==> config.mk <==
export PLATFORM = sky130hd
export DESIGN_NAME = hilo_muldiv_unit
export DESIGN_NICKNAME = d
export VERILOG_FILES = /design/src/rtl/muldiv_pkg.sv /design/src/rtl/muldiv_step.sv /design/src/rtl/hilo_muldiv_unit.sv
export SDC_FILE = /design/constraint.sdc
export NUM_CORES = 1
export LEC_CHECK = 0
export ABC_CLOCK_PERIOD_IN_PS = 7300
export CAP_MARGIN = 20
export CORE_ASPECT_RATIO = 0.9
export CORE_MARGIN = 2
export CORE_UTILIZATION = 60
export DETAILED_ROUTE_END_ITERATION = 10
export PLACE_DENSITY = 0.88
export SYNTH_ARGS = -nofsm -noshare
export SYNTH_HDL_FRONTEND = slang
export SYNTH_SLANG_ARGS = --single-unit
==> constraint.sdc <==
create_clock -name clk -period 7.3 [get_ports clk]
set_clock_uncertainty 0.1 [all_clocks]
set_input_delay 1.46 -clock clk [delete_from_list [all_inputs] [get_ports clk]]
set_output_delay 1.46 -clock clk [all_outputs]
set_load 0.03 [all_outputs]
==> src/rtl/muldiv_pkg.sv <==
// Shared encodings and helpers for the HI/LO multiply/divide unit.
package muldiv_pkg;

   localparam int unsigned ALU_CTRL_W = 5;

   localparam logic [ALU_CTRL_W-1:0] MULT  = 5'b01001;
   localparam logic [ALU_CTRL_W-1:0] MULTU = 5'b01110;
   localparam logic [ALU_CTRL_W-1:0] DIV   = 5'b01010;
   localparam logic [ALU_CTRL_W-1:0] DIVU  = 5'b01101;

   typedef enum logic [1:0] {
      IDLE = 2'd0,
      ITER = 2'd1,
      FIX  = 2'd2
   } state_e;

   function automatic logic is_valid_op(input logic [ALU_CTRL_W-1:0] op);
      return (op == MULT) || (op == MULTU) || (op == DIV) || (op == DIVU);
   endfunction

   function automatic logic is_div_op(input logic [ALU_CTRL_W-1:0] op);
      return (op == DIV) || (op == DIVU);
   endfunction

   function automatic logic is_signed_op(input logic [ALU_CTRL_W-1:0] op);
      return (op == MULT) || (op == DIV);
   endfunction

endpackage

==> src/rtl/muldiv_step.sv <==
// One radix-2 iteration: shift-add for multiply, restoring shift-subtract for divide.
// Accumulator layout is {upper (WIDTH+1 bits), lower (WIDTH bits)}.
module muldiv_step
   import muldiv_pkg::*;
#(
   parameter int unsigned WIDTH = 32
) (
   input  logic [ALU_CTRL_W-1:0] op_i,
   input  logic [2*WIDTH:0]      acc_i,
   input  logic [WIDTH-1:0]      operand_i,
   output logic [2*WIDTH:0]      acc_o
);

   logic [WIDTH:0]   sum;
   logic [WIDTH:0]   diff;
   logic [2*WIDTH:0] shl;

   always_comb begin
      sum   = '0;
      diff  = '0;
      shl   = '0;
      acc_o = acc_i;
      if (is_div_op(op_i)) begin
         // Remainder stays below 2*divisor after the shift, so WIDTH+1 bits suffice.
         shl   = {acc_i[2*WIDTH-1:0], 1'b0};
         diff  = shl[2*WIDTH:WIDTH] - {1'b0, operand_i};
         acc_o = shl;
         if (shl[2*WIDTH:WIDTH] >= {1'b0, operand_i}) begin
            acc_o[2*WIDTH:WIDTH] = diff;
            acc_o[0]             = 1'b1;
         end
      end else begin
         sum = acc_i[2*WIDTH:WIDTH] + {1'b0, operand_i};
         if (acc_i[0]) begin
            acc_o = {sum, acc_i[WIDTH-1:0]};
         end
         acc_o = acc_o >> 1;
      end
   end

endmodule

==> src/rtl/hilo_muldiv_unit.sv <==
// Iterative mult/multu/div/divu unit owning the architectural HI/LO pair.
// Fixed 33-cycle latency: WIDTH magnitude steps then one sign-fix/commit cycle.
module hilo_muldiv_unit
   import muldiv_pkg::*;
#(
   parameter int unsigned WIDTH = 32
) (
   input  logic                  clk,
   input  logic                  rst_n,
   input  logic                  hiloWrite,
   input  logic [ALU_CTRL_W-1:0] aluCtrl,
   input  logic [WIDTH-1:0]      srcA,
   input  logic [WIDTH-1:0]      srcB,
   output logic [WIDTH-1:0]      hi,
   output logic [WIDTH-1:0]      lo,
   output logic                  busy,
   output logic                  done
);

   localparam int unsigned CNT_W = $clog2(WIDTH);
   localparam int unsigned ACC_W = 2 * WIDTH + 1;

   state_e                  state_q;
   logic [ALU_CTRL_W-1:0]   op_q;
   logic [CNT_W-1:0]        cnt_q;
   logic [ACC_W-1:0]        acc_q;
   logic [ACC_W-1:0]        acc_d;
   logic [WIDTH-1:0]        opnd_q;
   logic                    neg_a_q;
   logic                    neg_b_q;
   logic                    b_zero_q;
   logic [WIDTH-1:0]        hi_q;
   logic [WIDTH-1:0]        lo_q;
   logic                    busy_q;
   logic                    done_q;

   logic                    in_signed;
   logic [WIDTH-1:0]        abs_a;
   logic [WIDTH-1:0]        abs_b;
   logic                    fix_signed;
   logic [2*WIDTH-1:0]      prod;
   logic [WIDTH-1:0]        quo;
   logic [WIDTH-1:0]        rem;
   logic [WIDTH-1:0]        hi_d;
   logic [WIDTH-1:0]        lo_d;

   muldiv_step #(.WIDTH(WIDTH)) u_step (
      .op_i      (op_q),
      .acc_i     (acc_q),
      .operand_i (opnd_q),
      .acc_o     (acc_d)
   );

   // Operand magnitudes for the unsigned core.
   always_comb begin
      in_signed = is_signed_op(aluCtrl);
      abs_a     = (in_signed && srcA[WIDTH-1]) ? -srcA : srcA;
      abs_b     = (in_signed && srcB[WIDTH-1]) ? -srcB : srcB;
   end

   // Sign correction; a zero divisor keeps the all-ones quotient the core produces.
   always_comb begin
      fix_signed = is_signed_op(op_q);
      prod       = acc_q[2*WIDTH-1:0];
      quo        = acc_q[WIDTH-1:0];
      rem        = acc_q[2*WIDTH-1:WIDTH];
      if (fix_signed && (neg_a_q ^ neg_b_q)) begin
         prod = -prod;
      end
      if (fix_signed && (neg_a_q ^ neg_b_q) && !b_zero_q) begin
         quo = -quo;
      end
      if (fix_signed && neg_a_q) begin
         rem = -rem;
      end
      if (is_div_op(op_q)) begin
         hi_d = rem;
         lo_d = quo;
      end else begin
         hi_d = prod[2*WIDTH-1:WIDTH];
         lo_d = prod[WIDTH-1:0];
      end
   end

   always_ff @(posedge clk or negedge rst_n) begin
      if (!rst_n) begin
         state_q  <= IDLE;
         op_q     <= '0;
         cnt_q    <= '0;
         acc_q    <= '0;
         opnd_q   <= '0;
         neg_a_q  <= 1'b0;
         neg_b_q  <= 1'b0;
         b_zero_q <= 1'b0;
         hi_q     <= '0;
         lo_q     <= '0;
         busy_q   <= 1'b0;
         done_q   <= 1'b0;
      end else begin
         done_q <= 1'b0;
         case (state_q)
            IDLE: begin
               if (hiloWrite && is_valid_op(aluCtrl)) begin
                  op_q     <= aluCtrl;
                  neg_a_q  <= in_signed & srcA[WIDTH-1];
                  neg_b_q  <= in_signed & srcB[WIDTH-1];
                  b_zero_q <= (srcB == '0);
                  if (is_div_op(aluCtrl)) begin
                     acc_q  <= {{(WIDTH+1){1'b0}}, abs_a};
                     opnd_q <= abs_b;
                  end else begin
                     acc_q  <= {{(WIDTH+1){1'b0}}, abs_b};
                     opnd_q <= abs_a;
                  end
                  cnt_q   <= '0;
                  busy_q  <= 1'b1;
                  state_q <= ITER;
               end
            end
            ITER: begin
               acc_q <= acc_d;
               cnt_q <= cnt_q + CNT_W'(1);
               if (cnt_q == CNT_W'(WIDTH - 1)) begin
                  state_q <= FIX;
               end
            end
            FIX: begin
               hi_q    <= hi_d;
               lo_q    <= lo_d;
               done_q  <= 1'b1;
               busy_q  <= 1'b0;
               cnt_q   <= '0;
               state_q <= IDLE;
            end
            default: begin
               busy_q  <= 1'b0;
               state_q <= IDLE;
            end
         endcase
      end
   end

   assign hi   = hi_q;
   assign lo   = lo_q;
   assign busy = busy_q;
   assign done = done_q;

endmodule

==> metrics.log <==
[metrics] leakage: 7.475 nW
[metrics] R2R Setup Slk: 3.10 ns
[metrics] Critical R2R Launch: acc_q[47]$_DFFE_PN0P_
[metrics] class of the most critical hold timing path: reg2reg
[metrics] worst setup slack before clock tree synthesis: 2.122 ns
[metrics] CTS Buffer Depth: 2
[metrics] Worst Max-Slew Pin Slew: 1.100 ns
[metrics] critical path fanouts, max: 5
[metrics] WP data arrival: 5.09 ns
[metrics] Req. time, crit path: 7.60 ns
[metrics] count of endpoints failing hold in the final timing report: 0
[metrics] FILL cells: 1974
[metrics] Die H: 153.6 um
[metrics] clock sink total: around 180
[metrics] worst hold path stage count: 1
[metrics] remaining antenna violation count: 0
[metrics] worst ir drop on vdd: between 0.2 and 0.3 mV
[metrics] sequential area share after synthesis: 29.87%
[metrics] average wire length per cell after detail routing: 21.00 um
[metrics] final weighted congestion in routability-driven placement: 1.053
[metrics] Max stage delay cell, worst path: nor4_1
[metrics] share of total power consumed by net switching: between 50% and 60%
[metrics] Mapped Cells: 1945
[metrics] Worst setup SP type: primary input
[metrics] part of the power in the clock network: 13.5%
[metrics] part of the total power dissipated in combinational logic: between 60% and 70%
[metrics] number of enable-type register cells in the synthesized netlist: 0
[metrics] total detailed-routing wirelength: 48820 um
[metrics] classification of the worst setup path: in2reg
[metrics] initial antenna violation count: 0
[metrics] number of levels the H-tree was split into: 4
[metrics] Post-CTS Hold Fix Bufs: 0
[metrics] net count of the finished layout: 2151
[metrics] most used cells in the layout excluding fill and tap cells: a21oi_1 (252), nand2_1 (251), nor2_1 (222), dfrtp_1 (178), clkdlybuf4s50_1 (136)
[metrics] number of CTS-inserted buffers: 17
[metrics] Worst path depth: 10
[metrics] number of setup violations in the final report: 0
[metrics] port bufs: 137
[metrics] most frequently used flop master after synthesis: dfrtp_1
[metrics] Root Buffer Master: clkbuf_16
[metrics] clk_lat worst skew: 0.46 ns
[metrics] Top-Level Pins: approximately 140
[metrics] min setup slack post-route: 2.515 ns
[metrics] outcome: finished, final reports clean
[metrics] combined area of all synthesized cells: 14910 um2
[metrics] count of standard-cell rows: 54
[metrics] Fmax achieved: 0.2090 GHz
[metrics] via count of the first global-routing pass: 14380
[metrics] flip-flop and latch count after synthesis: 178
[metrics] multi-input gate area in the final layout: 9809 um2
[metrics] Reg-to-Reg End: acc_q[52]$_DFFE_PN0P_
[metrics] number of remaining DRC errors: 0
[metrics] family with the most delay on the worst path: simple AND/OR/NAND/NOR gates
[metrics] ANT cells: 0
[metrics] clock transition at the registers of the reported paths: about 0.080 ns
[metrics] placeable core region: 24320 um2
[metrics] post-synthesis area per instance: 7.667 um2
[metrics] number of cell instances on the worst register-to-register path: 10
[metrics] areal power density over the cells: between 400 and 500 nW/um2
[metrics] critical path buffer and inverter count: 1
[metrics] share of final-layout standard cells stronger than drive strength 1: under 10%
[metrics] pin count of the biggest net entering global routing: about 120
[metrics] Syn Nets: approximately 2100
[metrics] Resized Gates After CTS: 0
[metrics] count of distinct cell types in the synthesized netlist: 75
[metrics] die extent in x: between 150 and 200 um
[metrics] list of cells traversed by the critical path: clkdlybuf4s50_1 > nor4_1 > nand3_1 > nor4_1 > nand3_1 > o31ai_1 > xnor2_1 > nor2_1 > a2111oi_0 > a221o_1
[metrics] starting density of the core: about three fifths
[metrics] CTS tree: built
[metrics] Post-CTS Setup Bufs: 0
[metrics] max cap viols: 0
[metrics] sequential group share of total power: 25.7%
[metrics] All-Layer GR Usage: 37.16%
[metrics] grt ovf: 0
[metrics] wire length of the first global-routing pass: about 76000 um
[metrics] Die Outline Area: 26130 um2
[metrics] async set or reset register ratio after synthesis: 100.0%
[metrics] Internal: between 3 and 4 mW
[metrics] final-report max-slew violation count: 0
[metrics] sequential cell area in the final layout: 4454 um2
[metrics] setup total negative slack: 0 ns
[metrics] delay of the slowest cell on the worst path: approximately 0.87 ns
[metrics] most frequent standard cell in the layout excluding fill and tap cells: a21oi_1
[metrics] hold wc startpoint: op_q[3]$_DFFE_PN0P_
[metrics] via count: 15440
[metrics] setup repair after global routing missed its margin: false
[metrics] endpoint kind of the worst setup timing path: flip-flop
[metrics] share of the clock period used by the worst path after layout: 65.55%
[metrics] synthesis-to-layout area growth: 14.16%
[metrics] DR pass1 iterations: 6
[metrics] Vias/cell: 6.640
[metrics] worst-case hold path end point: op_q[3]$_DFFE_PN0P_
[metrics] Switching Power: 3.744 mW
[metrics] relative max-transition margin: 26.37%
[metrics] detailed router's first-iteration violation count: 1955
[metrics] Yosys warnings: 0
[metrics] post-detailed-placement half-perimeter wirelength: approximately 36000 um
[metrics] Post-Route Hold Slack: 0.3830 ns
[metrics] shortest period the worst path allows: 4.785 ns
## layer usage
layer | global-route usage [%] | wire length, um
met3 | 9.807 | 5748
met2 | 55.50 | 20870
met4 | 16.36 | 2420
met5 | 0 | 0
met1 | 50.77 | 19780
## power by group through the flow
stage | sequential, mW | clock (mW) | combinational [mW]
floorplan | 1.50 | 0 | 3.34
global placement | 1.79 | 0 | 4.06
CTS | 1.79 | 0.951 | 4.23
finish | 1.84 | 0.961 | 4.34
global route | 1.85 | 0.993 | 4.76
detailed placement | 1.81 | 0 | 4.18
## synthesized netlist by cell type, types with 9 or more instances
cell type	n	area [um2]
mux2i_1	35	350.3
nor4_1	13	81.33
ha_1	73	913.4
inv_1	69	259.0
xnor2_1	87	762.0
xor2_1	88	770.7
o21a_1	9	67.56
mux2_2	17	191.4
nor2_1	222	833.3
a31oi_1	31	193.9
dfrtp_1	178	4454
and3_1	14	87.58
a211oi_1	28	210.2
nand2_1	251	942.2
a221o_1	12	120.1
o31ai_1	22	165.2
o211ai_1	20	150.1
clkbuf_1	108	405.4
a21oi_1	254	1271
nor3_1	31	155.2
or4_1	10	75.07
nand3_1	36	180.2
o41ai_1	13	113.9
nand2b_1	20	125.1
a21o_1	33	247.7
nor2b_1	9	56.30
o21ai_0	133	665.6
or3_1	13	81.33
## worst max path at each step
stage | slack, ns | start | endpoint
after floorplan | 3.20 | srcA[0] | acc_q[30]$_DFFE_PN0P_
after global placement | 2.22 | srcB[3] | acc_q[23]$_DFFE_PN0P_
after detailed placement | 2.12 | srcB[3] | acc_q[30]$_DFFE_PN0P_
after CTS | 2.58 | srcB[3] | acc_q[29]$_DFFE_PN0P_
after global routing | 2.26 | srcB[3] | acc_q[30]$_DFFE_PN0P_
final | 2.52 | srcB[3] | acc_q[30]$_DFFE_PN0P_
## registers in the layout (all words and copies together) (netlist names)
signal and flops:
op_q 5, b_zero_q 1, state_q 2, cnt_q 5, acc_q 65, neg_a_q 1, done 1, neg_b_q 1
opnd_q 32, busy 1, hi 32, lo 32
## cell families (layout without fill, tap and decap cells)
group / Yosys count / after routing / share of synthesized area (%)
AOI/OAI and AO/OA: 627 / 627 / 25.73
xor gates and xnor gates: 175 / 175 / 10.28
adders and majority gates: 75 / 75 / 6.393
buffers and inverters: 185 / 257 / 4.724
DFF: 178 / 178 / 29.87
muxes: 52 / 52 / 3.633
and+or+nand+nor: 653 / 653 / 19.37
## layout make-up
| type | instances | share of cell area (%) |
|---|---|---|
| clock buffer | 17 | 2.499 |
| clock inverter | 15 | 1.073 |
| multi-input combinational | 1582 | 57.62 |
| sequential | 178 | 26.16 |
| tap | 308 | 2.264 |
| timing repair buffer | 155 | 8.841 |
| inverter | 70 | 1.543 |
## stage by stage
stage / power [mW] / cell area, um2 / utilization, % / std cells
global route: 7.609 / 17030 / 69.99 / 2325
detailed placement: 5.993 / 16410 / 67.47 / 2292
global placement: 5.852 / 16410 / 67.47 / 2292
finish: 7.139 / 17030 / 69.99 / 2325
floorplan: 4.841 / 14910 / - / 1945
CTS: 6.972 / 17020 / 69.97 / 2324
Power figures use the tool's default switching activity.
